File: src/rtl/reg_file_param.sv
// rtl/reg_file_param.sv - parametrised register file with valid bits, clear sweep and optional write bypass
// Optional feature: define REG_FILE_BYPASS_EN for same-cycle write->read forwarding.
module reg_file_param #(
  parameter int DATA_WIDTH = 8,
  parameter int ADDR_WIDTH = 3,
  parameter bit ZERO_REG0  = 1'b0
) (
  input  logic                  CLK,
  input  logic                  RESET,
  input  logic [DATA_WIDTH-1:0] IN,
  input  logic [ADDR_WIDTH-1:0] INADDRESS,
  input  logic                  WRITE,
  input  logic [ADDR_WIDTH-1:0] OUT1ADDRESS,
  input  logic [ADDR_WIDTH-1:0] OUT2ADDRESS,
  output logic [DATA_WIDTH-1:0] OUT1,
  output logic [DATA_WIDTH-1:0] OUT2,
  output logic                  VALID1,
  output logic                  VALID2,
  input  logic                  CLEAR,
  output logic                  BUSY
);

  localparam int DEPTH = 2 ** ADDR_WIDTH;
  localparam logic [ADDR_WIDTH-1:0] LAST_PTR = {ADDR_WIDTH{1'b1}};

  typedef enum logic {
    IDLE  = 1'b0,
    SWEEP = 1'b1
  } state_t;

  state_t                  state_q, state_d;
  logic [ADDR_WIDTH-1:0]   ptr_q, ptr_d;
  logic [DATA_WIDTH-1:0]   regs_q [DEPTH];
  logic [DEPTH-1:0]        valid_q;
  logic                    wr_accept;
  logic                    addr0_blocked;

  assign BUSY          = (state_q == SWEEP);
  assign addr0_blocked = ZERO_REG0 && (INADDRESS == '0);
  assign wr_accept     = WRITE && !RESET && !BUSY && !CLEAR && !addr0_blocked;

  always_comb begin
    state_d = state_q;
    ptr_d   = ptr_q;
    case (state_q)
      IDLE: begin
        if (CLEAR) begin
          state_d = SWEEP;
          ptr_d   = '0;
        end
      end
      SWEEP: begin
        ptr_d = ptr_q + 1'b1;
        if (ptr_q == LAST_PTR) begin
          state_d = IDLE;
        end
      end
      default: begin
        state_d = IDLE;
        ptr_d   = '0;
      end
    endcase
  end

  always_ff @(posedge CLK) begin
    if (RESET) begin
      state_q <= IDLE;
      ptr_q   <= '0;
    end else begin
      state_q <= state_d;
      ptr_q   <= ptr_d;
    end
  end

  // Sweep clears one entry per edge; accepted writes only happen in IDLE.
  always_ff @(posedge CLK) begin
    if (RESET) begin
      for (int i = 0; i < DEPTH; i++) begin
        regs_q[i] <= '0;
      end
      valid_q <= '0;
    end else if (state_q == SWEEP) begin
      regs_q[ptr_q]  <= '0;
      valid_q[ptr_q] <= 1'b0;
    end else if (wr_accept) begin
      regs_q[INADDRESS]  <= IN;
      valid_q[INADDRESS] <= 1'b1;
    end
  end

  logic [DATA_WIDTH-1:0] rd1_data, rd2_data;
  logic                  rd1_valid, rd2_valid;

  always_comb begin
    rd1_data  = regs_q[OUT1ADDRESS];
    rd1_valid = valid_q[OUT1ADDRESS];
    rd2_data  = regs_q[OUT2ADDRESS];
    rd2_valid = valid_q[OUT2ADDRESS];
    if (ZERO_REG0 && (OUT1ADDRESS == '0)) begin
      rd1_data  = '0;
      rd1_valid = 1'b1;
    end
    if (ZERO_REG0 && (OUT2ADDRESS == '0)) begin
      rd2_data  = '0;
      rd2_valid = 1'b1;
    end
  end

`ifdef REG_FILE_BYPASS_EN
  always_comb begin
    OUT1   = rd1_data;
    VALID1 = rd1_valid;
    OUT2   = rd2_data;
    VALID2 = rd2_valid;
    if (wr_accept && (OUT1ADDRESS == INADDRESS)) begin
      OUT1   = IN;
      VALID1 = 1'b1;
    end
    if (wr_accept && (OUT2ADDRESS == INADDRESS)) begin
      OUT2   = IN;
      VALID2 = 1'b1;
    end
  end
`else
  assign OUT1   = rd1_data;
  assign VALID1 = rd1_valid;
  assign OUT2   = rd2_data;
  assign VALID2 = rd2_valid;
`endif

endmodule

File: config.mk
export PLATFORM = sky130hd
export DESIGN_NAME = reg_file_param
export DESIGN_NICKNAME = d
export VERILOG_FILES = /design/src/rtl/reg_file_param.sv
export SDC_FILE = /design/constraint.sdc
export NUM_CORES = 1
export LEC_CHECK = 0
export CORE_AREA = 5 5 99 101
export CTS_CLUSTER_DIAMETER = 50
export DETAILED_ROUTE_END_ITERATION = 8
export DIE_AREA = 0 0 104 106
export PLACE_DENSITY = 0.72
export SYNTH_ARGS = -nofsm -noshare
export SYNTH_HDL_FRONTEND = slang
export SYNTH_SLANG_ARGS = --single-unit
File: constraint.sdc
create_clock -name CLK -period 1.7 [get_ports CLK]
set_input_delay 0.17 -clock CLK [delete_from_list [all_inputs] [get_ports CLK]]
set_output_delay 0.17 -clock CLK [all_outputs]
set_load 0.005 [all_outputs]
==> metrics.txt <==
outcome finished, violations left; violated checks negative setup slack; Synth warnings 0; final hold vios 0; Critical Path RT 1.53 ns; Worst-Margin Slew 0.3725 ns; area grow syn2layout 36.62%; Port Buffer Count 39; CTS clock-pin slew for the worst setup and hold paths 0.09 ns; CTS tree built; Root Buffer clkbuf_8; Place WS -0.6762 ns; reg2reg start BUSY$_SDFF_PP0_; Switching Power 1.094 mW; Mapped Nets 308; TritonCTS Buffers 9; Post-Route WL 11170 um; Finish-stage setup viols 82; commonest non-fill, non-tap cell in the layout edfxtp_1; cell count after synthesis 285; Peak VDD IR 0.0004170 V; Int Power 3.088 mW; flops & latches, synth 76; first-pass GRT wire length 17370 um; clk_skew 0.008552 ns; antenna violations before repair 0; n_diodes 0; share of layout cells above drive strength 1 0.4740; post-DP HPWL 7640 um; Top FF cell, synth edfxtp_1; number of global-route vias before repair 3095; Synth Cell Area 4270 um2; die area 11020 um2; H-tree Lvls 3; Final period util 1.154; register area share after synthesis 0.5063; Max Slew Vio Count 0; most frequent cells in the layout 64 x edfxtp_1, 53 x and2_1, 36 x mux4_2; Max Cap Violations 0; hold wc startpoint RESET; final worst slack -0.2611 ns; Clock Power Share 0.301; Total Routing Usage GR 0.2082; CP endpoint kind output port; Worst Path Max Fanout 2; Crit path arrival time 1.79 ns; number of synthesized flops with an enable pin 64; worst min-delay path class primary input to flop; switching share of power 0.2616; remaining antenna violation count 0; GR Overflow Total 0; Setup CP Type flop to output port; Wirelength per Cell 22.57 um; post-synthesis cell type count 30; FF-to-FF path depth 4; initial core utilization 0.4780; relative slew slack 0.7509; Worst Setup Start Kind flop; Min Clock Period, post-route 1.961 ns; Finished Layout Cells 495; die span in x 104 um; drt via density 5.901; Rows 35; combinational power share 0.190; cell count after placement 461; largest net degree at the start of global routing 19; DIE HEIGHT 106 um; Worst-Skew Late Latency 0.35 ns; FF-to-FF setup slack -0.11 ns; starting DRC count in detailed routing 149; RSZ-0062 raised after global routing true; Nets 402; # DRC 0; Power Density 716.8 nW/um2; hold-critical path depth 3; core footprint 8934 um2; Syn Area/Cell 14.98 um2; clk buf depth 2; FMAX 509.9 MHz; routability cong. 0.8293; reg2reg end regs_q[0][7]$_SDFFCE_PN0P_; Lkg Pwr 2.206 nW; FFs w/ async S/R, synth 0; 1st-pass router iterations 4; Hold Path Sink valid_q[7]$_SDFFE_PP0P_; via count 2921; Top-Level Pins 40; clock sink count 76; Seq pwr share 0.508
-- power by group through the flow --
stage	combinational, mW	sequential, mW	clock [mW]
2_1_floorplan	0.336	2.15	0
3_3_place_gp	0.686	2.16	0
3_5_place_dp	0.692	2.17	0
4_1_cts	0.783	2.13	1.28
5_1_grt	0.838	2.14	1.36
6_report	0.796	2.13	1.26
-- worst max-delay path by stage --
stage	from	to	slack, ns	cells past startpoint
2_1_floorplan	BUSY$_SDFF_PP0_	regs_q[4][0]$_SDFFCE_PN0P_	-0.04	3
3_3_place_gp	OUT2ADDRESS[0]	OUT2[6]	-0.68	5
3_5_place_dp	OUT1ADDRESS[0]	OUT1[6]	-0.68	5
4_1_cts	regs_q[0][4]$_SDFFCE_PN0P_	OUT1[4]	-0.29	4
5_1_grt	regs_q[0][4]$_SDFFCE_PN0P_	OUT1[4]	-0.31	4
6_report	regs_q[2][4]$_SDFFCE_PN0P_	OUT1[4]	-0.26	4
-- stage by stage --
stage	TNS (ns)	total power, mW	utilization	hold WS, ns	area (um2)
floorplan	-1.239	2.483	-	0.3177	4297
detailed placement	-59.89	2.861	0.5882	0.4947	5255
finish	-8.478	4.182	0.6531	0.2475	5834
global placement	-57.16	2.847	0.5882	0.4798	5255
global route	-12.50	4.337	0.6531	0.2503	5834
CTS	-9.042	4.192	0.6419	0.4553	5734
-- critical path, stage by stage (launching register included) --
cell      delay, ns
edfxtp_1       0.43
buf_4          0.16
mux4_2         0.44
mux2_4         0.29
buf_6          0.12
-- repair_timing --
item	4_1_cts	5_1_grt
endpoints found under the setup margin	121	129
pin swaps	11	7
resized for setup	118	23
buffers inserted	12	4
hold buffers	0	0
gates cloned	2	0
-- sequential cells by signal, indices dropped and copies added (netlist names) --
register / cells
ptr_q: 3
regs_q: 64
BUSY: 1
valid_q: 8
-- Yosys cell counts (3+ instances only) --
library cell  count  area [um2]
mux2_2           18       202.7
a21o_1            8       60.06
and2_1           64       400.4
mux4_2           36       810.8
a2111oi_4         6       165.2
nand2_1           9       33.78
a21oi_1          13       65.06
clkbuf_1          5       18.77
buf_1             4       15.01
o22ai_1           3       18.77
o21ai_0           6       30.03
nand2b_1          4       25.02
buf_2             7       35.03
dfxtp_1          12       240.2
edfxtp_1         64        1922
nor2_1            4       15.01
-- logic make-up after synthesis --
| group | count (synthesis) | share of synthesized area |
|---|---|---|
| and+or+nand+nor | 95 | 0.1406 |
| DFF | 76 | 0.5063 |
| adders and majority gates | 2 | 0.005859 |
| muxes | 54 | 0.2373 |
| AOI/OAI and AO/OA | 42 | 0.09376 |
| buffers and inverters | 16 | 0.01611 |
-- layout make-up --
cell class	count	area, um2
multi-input combinational	193	2218
timing repair buffer	99	1131
clock buffer	10	127.6
fill	648	3099
sequential	76	2171
clock inverter	6	47.55
tap	111	138.9
-- layer usage --
| layer | up-vias | global-route usage | share of wire |
|---|---|---|---|
| li1 | 1323 | - | - |
| met1 | 1490 | 0.2382 | 0.37 |
| met2 | 88 | 0.3848 | 0.55 |
| met3 | 20 | 0.03825 | 0.051 |
| met4 | 0 | 0.07956 | 0.023 |
| met5 | - | 0 | 0 |
(Power assumes the default switching activity.)
